`src/rtl/mem_if_pkg.sv`:
```
// Shared cache/memory handshake definitions for the L1I, L1D and the memory-port arbiter.
// Pure types and constants; no timing or flow control of its own.
package mem_if_pkg;

  localparam int         BUS_W          = 32;
  localparam logic [3:0] ACK_IDLE       = 4'b1111;
  localparam int         WORDS_PER_LINE = 8;

  typedef enum logic [1:0] {
    IDLE  = 2'd0,
    GNT_I = 2'd1,
    GNT_D = 2'd2
  } arb_state_t;

  // Client-to-memory request channel, in port order.
  typedef struct packed {
    logic             vld;
    logic [BUS_W-1:0] dat;
    logic             ack_addr;
    logic [3:0]       ack_data;
    logic             reset_ack;
  } l1_req_t;

  // Memory-to-client response channel, in port order.
  typedef struct packed {
    logic             rdy;
    logic [BUS_W-1:0] dat;
    logic             ack_addr;
    logic [3:0]       ack_data;
    logic             reset_ack;
  } mem_rsp_t;

  localparam l1_req_t REQ_PARK = '{vld: 1'b0, dat: '0, ack_addr: 1'b0,
                                   ack_data: ACK_IDLE, reset_ack: 1'b0};
  localparam mem_rsp_t RSP_PARK = '{rdy: 1'b0, dat: '0, ack_addr: 1'b0,
                                    ack_data: ACK_IDLE, reset_ack: 1'b0};

endpackage

```
`src/rtl/rr_pick.sv`:
```
// Combinational 2-way round-robin selector: bit 0 = I, bit 1 = D; on a tie the client not served last wins.
// Zero latency; no backpressure of its own.
module rr_pick (
  input  logic [1:0] req_i,
  input  logic       last_d_i,
  output logic [1:0] gnt_o
);

  always_comb begin
    gnt_o = 2'b00;
    case (req_i)
      2'b01:   gnt_o = 2'b01;
      2'b10:   gnt_o = 2'b10;
      2'b11:   gnt_o = last_d_i ? 2'b01 : 2'b10;
      default: gnt_o = 2'b00;
    endcase
  end

endmodule

```
`src/rtl/mem_port_arbiter.sv`:
```
// Grants the single memory port to the L1I or L1D for a whole transaction; grant 1 cycle after request, zero-latency forwarding.
// A waiting client is held off by seeing READY=0 and idle acks until its turn; grants are never revoked.
module mem_port_arbiter
  import mem_if_pkg::*;
#(
  parameter int TIMEOUT = 64
) (
  input  logic             CLK,
  input  logic             RESET,
  input  logic             I_VALID,
  input  logic             D_VALID,
  input  logic [BUS_W-1:0] I_DATA,
  input  logic [BUS_W-1:0] D_DATA,
  input  logic             I_ACK_ADDR,
  input  logic             D_ACK_ADDR,
  input  logic [3:0]       I_ACK_DATA,
  input  logic [3:0]       D_ACK_DATA,
  input  logic             I_RESET_ACK,
  input  logic             D_RESET_ACK,
  output logic             I_READY,
  output logic             D_READY,
  output logic [BUS_W-1:0] I_DATA_MEM,
  output logic [BUS_W-1:0] D_DATA_MEM,
  output logic             I_ACK_ADDR_MEM,
  output logic             D_ACK_ADDR_MEM,
  output logic [3:0]       I_ACK_DATA_MEM,
  output logic [3:0]       D_ACK_DATA_MEM,
  output logic             I_RESET_ACK_MEM,
  output logic             D_RESET_ACK_MEM,
  output logic             VALID,
  output logic [BUS_W-1:0] DATA_L1,
  output logic             ACK_ADDR_L1,
  output logic [3:0]       ACK_DATA_L1,
  output logic             RESET_ACK_L1,
  input  logic             READY,
  input  logic [BUS_W-1:0] DATA_MEM,
  input  logic             ACK_ADDR_MEM,
  input  logic [3:0]       ACK_DATA_MEM,
  input  logic             RESET_ACK_MEM,
  output logic [1:0]       grant,
  output logic             timeout_err
);

  localparam logic [15:0] CNT_LIMIT = 16'(TIMEOUT);

  arb_state_t  state_q, state_d;
  logic        last_d_q, last_d_d;   // 1 = D was served last
  logic [15:0] cnt_q, cnt_d;
  logic        err_q, err_d;
  logic [1:0]  pick;

  rr_pick u_rr_pick (
    .req_i    ({D_VALID, I_VALID}),
    .last_d_i (last_d_q),
    .gnt_o    (pick)
  );

  always_comb begin
    state_d  = state_q;
    last_d_d = last_d_q;
    cnt_d    = cnt_q;
    err_d    = err_q;
    case (state_q)
      IDLE: begin
        cnt_d = '0;
        if (pick[1])      state_d = GNT_D;
        else if (pick[0]) state_d = GNT_I;
      end
      GNT_I, GNT_D: begin
        if (cnt_q != 16'hFFFF) cnt_d = cnt_q + 16'd1;
        if (cnt_d == CNT_LIMIT) err_d = 1'b1;
        if (state_q == GNT_I && !I_VALID) begin
          state_d  = IDLE;
          last_d_d = 1'b0;
        end
        if (state_q == GNT_D && !D_VALID) begin
          state_d  = IDLE;
          last_d_d = 1'b1;
        end
      end
      default: state_d = IDLE;
    endcase
  end

  always_ff @(posedge CLK) begin
    if (RESET) begin
      state_q  <= IDLE;
      last_d_q <= 1'b0;
      cnt_q    <= '0;
      err_q    <= 1'b0;
    end else begin
      state_q  <= state_d;
      last_d_q <= last_d_d;
      cnt_q    <= cnt_d;
      err_q    <= err_d;
    end
  end

  // Forwarding is purely combinational off the registered grant.
  logic     gnt_i, gnt_d;
  l1_req_t  i_req, d_req, mem_req;
  mem_rsp_t mem_rsp, i_rsp, d_rsp;

  assign gnt_i = (state_q == GNT_I);
  assign gnt_d = (state_q == GNT_D);

  assign i_req   = '{vld: I_VALID, dat: I_DATA, ack_addr: I_ACK_ADDR,
                     ack_data: I_ACK_DATA, reset_ack: I_RESET_ACK};
  assign d_req   = '{vld: D_VALID, dat: D_DATA, ack_addr: D_ACK_ADDR,
                     ack_data: D_ACK_DATA, reset_ack: D_RESET_ACK};
  assign mem_rsp = '{rdy: READY, dat: DATA_MEM, ack_addr: ACK_ADDR_MEM,
                     ack_data: ACK_DATA_MEM, reset_ack: RESET_ACK_MEM};

  assign mem_req = gnt_i ? i_req : (gnt_d ? d_req : REQ_PARK);
  assign i_rsp   = gnt_i ? mem_rsp : RSP_PARK;
  assign d_rsp   = gnt_d ? mem_rsp : RSP_PARK;

  assign {VALID, DATA_L1, ACK_ADDR_L1, ACK_DATA_L1, RESET_ACK_L1} = mem_req;
  assign {I_READY, I_DATA_MEM, I_ACK_ADDR_MEM, I_ACK_DATA_MEM, I_RESET_ACK_MEM} = i_rsp;
  assign {D_READY, D_DATA_MEM, D_ACK_ADDR_MEM, D_ACK_DATA_MEM, D_RESET_ACK_MEM} = d_rsp;

  assign grant       = {gnt_d, gnt_i};
  assign timeout_err = err_q;

endmodule

```
`config.mk`:
```
export PLATFORM = sky130hd
export DESIGN_NAME = mem_port_arbiter
export DESIGN_NICKNAME = d
export VERILOG_FILES = /design/src/rtl/mem_if_pkg.sv /design/src/rtl/rr_pick.sv /design/src/rtl/mem_port_arbiter.sv
export SDC_FILE = /design/constraint.sdc
export NUM_CORES = 1
export LEC_CHECK = 0
export CAP_MARGIN = 0
export CORE_MARGIN = 4
export CORE_UTILIZATION = 28
export CTS_BUF_LIST = sky130_fd_sc_hd__clkbuf_8
export DETAILED_ROUTE_END_ITERATION = 6
export PLACE_DENSITY = 0.79
export SYNTH_ARGS = -nofsm -noshare
export SYNTH_HDL_FRONTEND = slang
export SYNTH_SLANG_ARGS = --single-unit
```
`constraint.sdc`:
```
create_clock -name CLK -period 2.1 [get_ports CLK]
set_input_delay 0.63 -clock CLK [delete_from_list [all_inputs] [get_ports CLK]]
set_output_delay 0.63 -clock CLK [all_outputs]
set_load 0.01 [all_outputs]
```
# --- After elaboration in Yosys (flattened, before gate mapping) ---
# Index checks and enable logic that the tools add are counted.
word_totals:
  register_bits: 20
  in_bits: 119
  wordCells: 41
classes:
  add_sub_neg: 1
  eq_ne: 9
  n_mux: 16
  n_reduce_logical: 11
op_table:
  columns: ["operator", "n"]
  rows:
  - ["two-way mux 39 bit", 4]
  - ["two-way mux 16 bit", 2]
  - ["case mux 16 bit (2 select lines)", 1]
  - ["adder 16 x 1 -> 16 bit, second input constant", 1]
  - ["== test 16 x 7 -> 1 bit, second input constant", 1]
  - ["!= test 16 bit, second input constant", 1]
  - ["two-way mux 2 bit", 5]
  - ["== test 2 bit, second input constant", 3]
  - ["!= test 3 bit, second input constant", 2]
  - ["case mux 2 bit (3 select lines)", 1]
  - ["AND reduction 2 bit", 3]
  - ["== test 2 x 1 -> 1 bit, second input constant", 2]
  - ["case mux 2 bit (2 select lines)", 1]
  - ["nonzero test 2 bit", 2]
  - ["logical AND 1 bit", 2]
  - ["logical NOT 1 bit", 2]
  - ["logical NOT 2 bit", 1]
  - ["two-way mux 1 bit", 2]
  - ["OR reduction 2 bit", 1]

# --- Longest topological paths before layout ---
# Gate-level depths: netlist of run 1.
depth:
  depth_word: 5
  depth_mapped: 8

# --- Hierarchy ---
# A second synthesis of run 1 with hierarchy kept.
unflattened:
  hier_cells: 319
  hier_area_um2: 2366.0
by_module_without_submodules:
  columns: ["module", "n_inst", "cells_per_inst", "area_per_inst_um2", "seq_area_each_um2"]
  rows:
  - ["mem_port_arbiter", 1, 316, 2347.3, 400.4]
  - ["rr_pick", 1, 3, 18.8, 0.0]

# --- Worst setup path after synthesis of run 1 ---
# OpenSTA, ideal clock, no wires.
synth_path:
  path_type: "register to output"
  from: "register state_q[1]"
  to: "output DATA_L1[10]"
  arrival_time_ns: 1.573
  t_required_ns: 1.470
  setup_slack_ns: -0.103
  stages_incl_launch_ff: 8
  cell_sequence: "dfxtp_1 -> inv_1 -> ha_1 -> clkbuf_1 -> nor2b_1 -> clkbuf_1 -> clkbuf_1 -> a22o_1"
synth_between:
  elab_cells_between_ends: 4
  cone_classes: "eq/ne: 2; mux: 2"
synth_lines:
  columns: ["item", "line", "source"]
  rows:
  - ["start: declaration", "mem_port_arbiter.sv:46", "arb_state_t state_q, state_d;"]
  - ["start signal: assignment", "mem_port_arbiter.sv:92", "state_q <= state_d;"]
  - ["== test 2 x 1 -> 1 bit", "mem_port_arbiter.sv:104", "assign gnt_i = (state_q == GNT_I);"]
  - ["named net gnt_i", "mem_port_arbiter.sv:100", "logic gnt_i, gnt_d;"]
  - ["two-way mux 39 bit", "mem_port_arbiter.sv:114", "assign mem_req = gnt_i ? i_req : (gnt_d ? d_req : REQ_PARK);"]
  - ["end: declaration", "mem_port_arbiter.sv:31", "output logic [BUS_W-1:0] DATA_L1,"]
# The timed path passes the listed nets, and every way through them passes these cells.

# --- Worst setup path in the final report of run 1 ---
layout_path:
  from: "register state_q[1]"
  to: "output DATA_L1[21]"
layout_between:
  elab_chain_len: 3
  elab_cells_between_ends: 4
  cone_classes: "eq/ne: 2; mux: 2"
layout_rtl:
  columns: ["item", "line", "source"]
  rows:
  - ["== test 2 bit", "mem_port_arbiter.sv:105", "assign gnt_d = (state_q == GNT_D);"]
  - ["two-way mux 39 bit", "mem_port_arbiter.sv:114", null]
  - ["two-way mux 39 bit (*)", "mem_port_arbiter.sv:114", null]
# Mark *: on every way between the ends. The rest lies on a longest branch, timed or not.

==> impl_metrics.json, run 1 <==
{
  "num_vias": 3498,
  "p_leak_nw": 2.23,
  "synth_seq_cells": 20,
  "synth_nets": 455,
  "violations": "negative setup slack",
  "grt_usage_pct": 24.8,
  "hold_viol": 0,
  "drc": 0,
  "stdcell_count": 689,
  "setup_ws_ps": -129,
  "rsz0062_at_grt": "yes",
  "final.period_utilization_pct": 106,
  "slowest_stage": "dfxtp_4",
  "synth_edf_count": 0,
  "setup_viol": 36,
  "synth_top_family_by_area": "simple AND/OR/NAND/NOR gates",
  "htreeDepth": 1,
  "syn_avg_cell_area_sq_um": 7.33,
  "cts.sinks": 20,
  "synth_fa_ha_area_share_pct": 2.58,
  "grt_pass1_wl_um": 20000,
  "dp.cells": 671,
  "ys_types": 53,
  "r2r_start": "cnt_q[10]",
  "power_mw": 2.88,
  "synthFlopType": "dfxtp_1",
  "max_slew.worst_pin.slew_ps": 388,
  "p_comb_share_pct": 74.7,
  "cp-start-kind": "flip-flop",
  "area_growth_pct": 101,
  "holdCritPathClass": "reg -> reg",
  "syn_inst": 331,
  "row_count": 33,
  "yosysSeqAreaShare_pct": 16.5,
  "drv_slew": 0,
  "dpl.hpwl_um": 10600,
  "portBuffers": 238,
  "max_freq_mhz": 449,
  "intPower_mw": 1.72,
  "io_pins": 239,
  "met1_usage_pct": 29.3,
  "synth-compound-area-share_pct": 28.1,
  "clock_skew_ps": 3.03,
  "path_cells": "inv_4 > ha_4 > nor2b_4 > buf_6 > buf_16 > a22o_1 > buf_6",
  "numCtsBuffers": 3,
  "clkPwrFrac_pct": 10.6,
  "critPathCaptureType": "primary output",
  "drt_wl_total_um": 13300,
  "synth_mux_area_share_pct": 0.464,
  "critPathMaxFanout": 9,
  "net-switching-power_mw": 1.17,
  "die_area_sq_um": 10200,
  "grt.met2_usage_pct": 42.7,
  "die_width_um": 101,
  "switching_share_pct": 40.4,
  "gp_congestion": 0.912,
  "cp_data_arrival_time_ps": 1600,
  "syn_area_sq_um": 2430,
  "fill_cells": 762,
  "layout-drive-gt1-share_pct": 32.6,
  "drtIter0Drc": 184,
  "ir_drop_v": 0.000307,
  "routedWlPerCell_um": 19.3,
  "relSlewSlack_pct": 73.9,
  "slowest_delay_ps": 390,
  "whs_ps": 476,
  "fin_area_sq_um": 4890,
  "seqPwrFrac_pct": 14.6,
  "first_pass_iters": 4,
  "cap_violations": 0,
  "cts-root-buf": "clkbuf_8",
  "antenna_found_initial": 1,
  "crit_path_start": "state_q[1]",
  "die_height_um": 101,
  "grt.overflow.total": 0,
  "status": "finished with violations",
  "ant_nets": 0,
  "busiest_layer": "met2",
  "cp.required_ps": 1470,
  "met3_usage_pct": 8.17,
  "core_sq_um": 8340,
  "cts_buffer_depth": 2,
  "final_nets": 708,
  "viasPerCell": 5.08,
  "yosys_warnings": 0,
  "grt_pass1_vias": 3515,
  "post_dp_cell_area_sq_um": 4980,
  "ctsHoldBuffers": 0,
  "initial_utilization_pct": 29.1,
  "clk_latency_ps": 260,
  "async_reset_ff_share_pct": 0,
  "min_period_ps": 2230,
  "grt_max_degree": 22,
  "power.density_nw_per_um2": 590,
  "yosys.area_share.simple_pct": 39.5,
  "path_clk_slew_ps": 80,
  "synthXorXnorAreaFrac_pct": 1.44,
  "cpMostUsedCell": "buf_6",
  "cts_tree": "done",
  "criticalPathCategory": "reg -> out",
  "hold_path.startpoint": "timeout_err"
}
-- registers in the layout, indices dropped and copies added, names as in the netlist --
| name | count |
|---|---|
| cnt_q | 16 |
| last_d_q | 1 |
| timeout_err | 1 |
| state_q | 2 |
-- logic make-up after synthesis --
| logic type | Yosys count |
|---|---|
| buffers and inverters | 47 |
| xor gates and xnor gates | 4 |
| adders and majority gates | 5 |
| muxes | 1 |
| DFF | 20 |
| and+or+nand+nor | 163 |
| AOI/OAI and AO/OA | 91 |
-- synth_stat cells (3+ instances only) --
cell       n  area share (%)
a21oi_1   21             4.3
a22o_1    34              12
a31oi_1    4             1.0
a41oi_1    3             1.1
and2_1    70              18
and3_1     4             1.0
buf_4      6             1.9
buf_6      8             3.7
clkbuf_1  19             2.9
dfxtp_1   20              16
ha_1       5             2.6
inv_1     10             1.5
nand2_1   12             1.9
nand2b_1  13             3.4
nand3_1   12             2.5
nand4_1    8             2.1
nor2_1    16             2.5
nor3_1    12             2.5
nor4_1     3            0.77
o211ai_1   3            0.93
o21ai_0    7             1.4
xnor2_1    4             1.4
-- cell usage in the layout (no fill, tap or decap), types with 2 or more instances in the layout --
cell / netlist / layout
a211o_1: 2 / 2
a21oi_1: 21 / 21
a22o_1: 34 / 34
a2bb2oi_1: 2 / 2
a31oi_1: 4 / 4
a41oi_1: 3 / 3
and2_1: 70 / 68
and2_4: 0 / 2
and3_1: 4 / 4
and4_1: 2 / 2
buf_12: 0 / 5
buf_16: 0 / 5
buf_2: 1 / 89
buf_4: 6 / 30
buf_6: 8 / 22
clkbuf_2: 0 / 11
clkbuf_8: 1 / 4
clkdlybuf4s50_1: 0 / 118
dfxtp_1: 20 / 18
dfxtp_4: 0 / 2
ha_1: 5 / 3
ha_4: 0 / 2
inv_1: 10 / 8
inv_4: 0 / 2
nand2_1: 12 / 11
nand2b_1: 13 / 12
nand3_1: 12 / 12
nand4_1: 8 / 8
nor2_1: 16 / 15
nor3_1: 12 / 12
nor4_1: 3 / 2
o211ai_1: 3 / 3
o21a_1: 2 / 2
o21ai_0: 7 / 6
or3_1: 2 / 2
or4_1: 2 / 2
xnor2_1: 4 / 4
-- metrics by stage --
step	setup TNS [ps]	utilization, %	setup slack [ps]
finish	-3000	58.6	-129
global route	-6050	58.6	-197
CTS	-4050	58.7	-154
detailed placement	-36200	59.8	-407
global placement	-35490	59.8	-418
floorplan	0	-	6.90
-- worst max-delay path: cells and delay by family (launching register included) --
family          cells  cell delay, ps
buf+inv             4             450
compound gates      1             130
flops               1             390
simple gates        1             180
fa+ha+maj           1             180
-- final cells by class --
class / count / area (sq um) / area share [%]
multi-input combinational: 264 / 1810 / 37.1
sequential: 20 / 408 / 8.34
inverter: 11 / 46.3 / 0.947
antenna: 1 / 2.50 / 0.0512
timing repair buffer: 284 / 2430 / 49.8
tap: 105 / 131 / 2.69
clock buffer: 4 / 55.1 / 1.13
-- power groups by stage --
stage          logic, mW  registers [mW]  clock network, mW
2_1_floorplan      0.914           0.417                  0
5_1_grt             2.31           0.426              0.328
6_report            2.16           0.422              0.306
4_1_cts             2.14           0.421              0.309
3_5_place_dp        2.10           0.419                  0
3_3_place_gp        2.08           0.417                  0
-- timing repair --
item	in CTS	in global routing
gates resized for setup	487	38
setup buffers	7	1
pin swaps	4	6
setup endpoints to repair	119	84
cloned	6	0
endpoints found under the hold margin	0	0
-- worst paths after layout --
check / end / depth (start not counted) / slack, ps
hold reg to reg: timeout_err / 2 / 480
setup reg to reg: timeout_err / 5 / 80
setup / recovery: DATA_L1[21] / 7 / -130
hold / removal: timeout_err / 2 / 480
-- per-layer routing --
metal,wire length (um),vias to the layer above
met2,6710,144
met3,1170,29
met5,0,-
li1,-,1702
met4,425,0
met1,5010,1623
No activity file was read; power rests on OpenSTA's default activity.
==> run 2: changes to the inputs <==
--- a/config.mk
+++ b/config.mk
@@ -9,6 +9,7 @@
 export CORE_MARGIN = 4
 export CORE_UTILIZATION = 28
 export CTS_BUF_LIST = sky130_fd_sc_hd__clkbuf_8
+export CTS_CLUSTER_SIZE = 30
 export DETAILED_ROUTE_END_ITERATION = 6
 export PLACE_DENSITY = 0.79
 export SYNTH_ARGS = -nofsm -noshare
==> results of run 2 <==
No change in the layout: final DEF, timing and power equal those of run 1.
==> run 3: changes to the inputs <==
--- a/config.mk
+++ b/config.mk
@@ -12,6 +12,7 @@
 export CTS_CLUSTER_SIZE = 30
 export DETAILED_ROUTE_END_ITERATION = 6
 export PLACE_DENSITY = 0.79
+export SETUP_SLACK_MARGIN = 0.2
 export SYNTH_ARGS = -nofsm -noshare
 export SYNTH_HDL_FRONTEND = slang
 export SYNTH_SLANG_ARGS = --single-unit
==> impl_metrics.json, run 3 (synthesis results as in run 1) <==
{
  "status": "finished with violations",
  "violations": "negative setup slack",
  "path_cells": "buf_6 > ha_4 > nor2b_4 > buf_12 > buf_16 > a22o_1 > buf_6",
  "grt.overflow.total": 0,
  "power.density_nw_per_um2": 629,
  "initial_utilization_pct": 29.1,
  "viasPerCell": 5.48,
  "row_count": 33,
  "intPower_mw": 2.30,
  "p_comb_share_pct": 81.7,
  "clock_skew_ps": 2.41,
  "post_dp_cell_area_sq_um": 5020,
  "cap_violations": 0,
  "max_freq_mhz": 436,
  "cp_num_buf_inv": 4,
  "htreeDepth": 1,
  "min_period_ps": 2290,
  "switching_share_pct": 38.5,
  "routedWlPerCell_um": 23.9,
  "core_sq_um": 8340,
  "fin_util_pct": 71.3,
  "drv_slew": 0,
  "drtIter0Drc": 540,
  "cpMostUsedCell": "buf_6",
  "die_height_um": 101,
  "critPathMaxFanout": 5,
  "critical-path-top-delay-family": "buffers and inverters",
  "antenna_found_initial": 3,
  "path_clk_slew_ps": 80,
  "setup_viol": 78,
  "clk_latency_ps": 260,
  "io_pins": 239,
  "die_area_sq_um": 10200,
  "slowest_delay_ps": 340,
  "final_nets": 737,
  "portBuffers": 238,
  "cts_buffer_depth": 2,
  "holdCritPathClass": "reg -> reg",
  "final_cell_mix": "buf_6, clkdlybuf4s50_1, and2_4",
  "numCtsBuffers": 3,
  "cp.required_ps": 1470,
  "drt_wl_total_um": 17100,
  "final_common_cell": "buf_6",
  "fin_setup_tns_ps": -7260,
  "setup_ws_ps": -194,
  "max_slew.worst_pin.slew_ps": 466,
  "ctsHoldBuffers": 0,
  "hold_viol": 0,
  "ant_nets": 0,
  "area_growth_pct": 145,
  "cp-start-kind": "flip-flop",
  "layout-drive-gt1-share_pct": 49.6,
  "grt_pass1_wl_um": 22200,
  "top_register": "cnt_q",
  "cts.sinks": 20,
  "dpl.hpwl_um": 12100,
  "criticalPathCategory": "reg -> out",
  "net-switching-power_mw": 1.44,
  "seqPwrFrac_pct": 11.2,
  "gp_congestion": 0.961,
  "rsz0062_at_grt": "yes",
  "r2r_slack_ps": 220,
  "die_width_um": 101,
  "ir_drop_v": 0.000340,
  "cts_tree": "done",
  "p_leak_nw": 2.69,
  "relSlewSlack_pct": 68.6,
  "clkPwrFrac_pct": 7.1,
  "pre_cts_slack_ps": -454,
  "final.period_utilization_pct": 109,
  "drc": 0,
  "critPathCaptureType": "primary output",
  "grt_pass1_vias": 3722,
  "cp_data_arrival_time_ps": 1660,
  "grt_max_degree": 21,
  "num_vias": 3935,
  "cts-root-buf": "clkbuf_8",
  "largest_register_ffs": 16,
  "first_pass_iters": 6,
  "fin_area_sq_um": 5950,
  "grt_usage_pct": 29.0,
  "largestRegisters": "cnt_q (16), state_q (2)",
  "slowest_stage": "dfxtp_2"
}
run 3: changes by cell type in the layout (fill, tap and decap cells not counted), sizes merged:
cell / delta
dlygate4sd2: +30
clkbuf: -7
dlymetal6s2s: -1
clkdlybuf4s50: -30
diode: +1
buf: +38
clkdlybuf4s15: -2
run 3: tightest hold or removal path: stages, from the launching register on:
cell and delay, ps:
dfxtp_1 310, inv_1 60, o32ai_2 60
run 3: power by group through the flow:
stage | logic [mW] | clock network (mW) | registers, mW
finish | 3.06 | 0.265 | 0.418
global route | 3.19 | 0.274 | 0.421
CTS | 2.55 | 0.258 | 0.417
detailed placement | 2.14 | 0 | 0.420
global placement | 2.13 | 0 | 0.418
floorplan | 0.947 | 0 | 0.420
run 3: what timing repair did:
action / 4_1_cts / 5_1_grt
setup endpoints to repair: 123 / 128
cloned: 10 / 5
resized for setup: 636 / 102
pin swaps: 19 / 8
endpoints found under the hold margin: 0 / 0
buffers inserted: 14 / 9
run 3: path summary, 6_finish.rpt:
check | depth (start not counted) | startpoint | to
worst max-delay path | 7 | state_q[0] | DATA_L1[14]
worst min-delay path | 2 | timeout_err | timeout_err
worst max register to register | 6 | cnt_q[14] | cnt_q[7]
worst min register to register | 2 | timeout_err | timeout_err
run 3: layout make-up:
cell class	count	area (sq um)
timing repair buffer	313	3230
fill	576	2390
clock buffer	3	41.3
tap	105	131
sequential	20	410
antenna	2	5.00
multi-input combinational	264	2090
inverter	11	43.8
run 3: per-stage QoR:
stage | hold WS [ps] | total power, mW | cells
floorplan | 455 | 1.37 | 331
global placement | 460 | 2.55 | 675
detailed placement | 463 | 2.56 | 675
CTS | 480 | 3.23 | 702
global route | 514 | 3.88 | 717
finish | 477 | 3.74 | 718
run 3: metal layers:
metal | vias to the layer above | routed length, um | GRT usage [%]
met1 | 1802 | 6920 | 40.7
met2 | 329 | 7500 | 44.5
met5 | - | 25 | 0
met4 | 4 | 327 | 4.50
li1 | 1767 | - | -
met3 | 33 | 2370 | 9.20
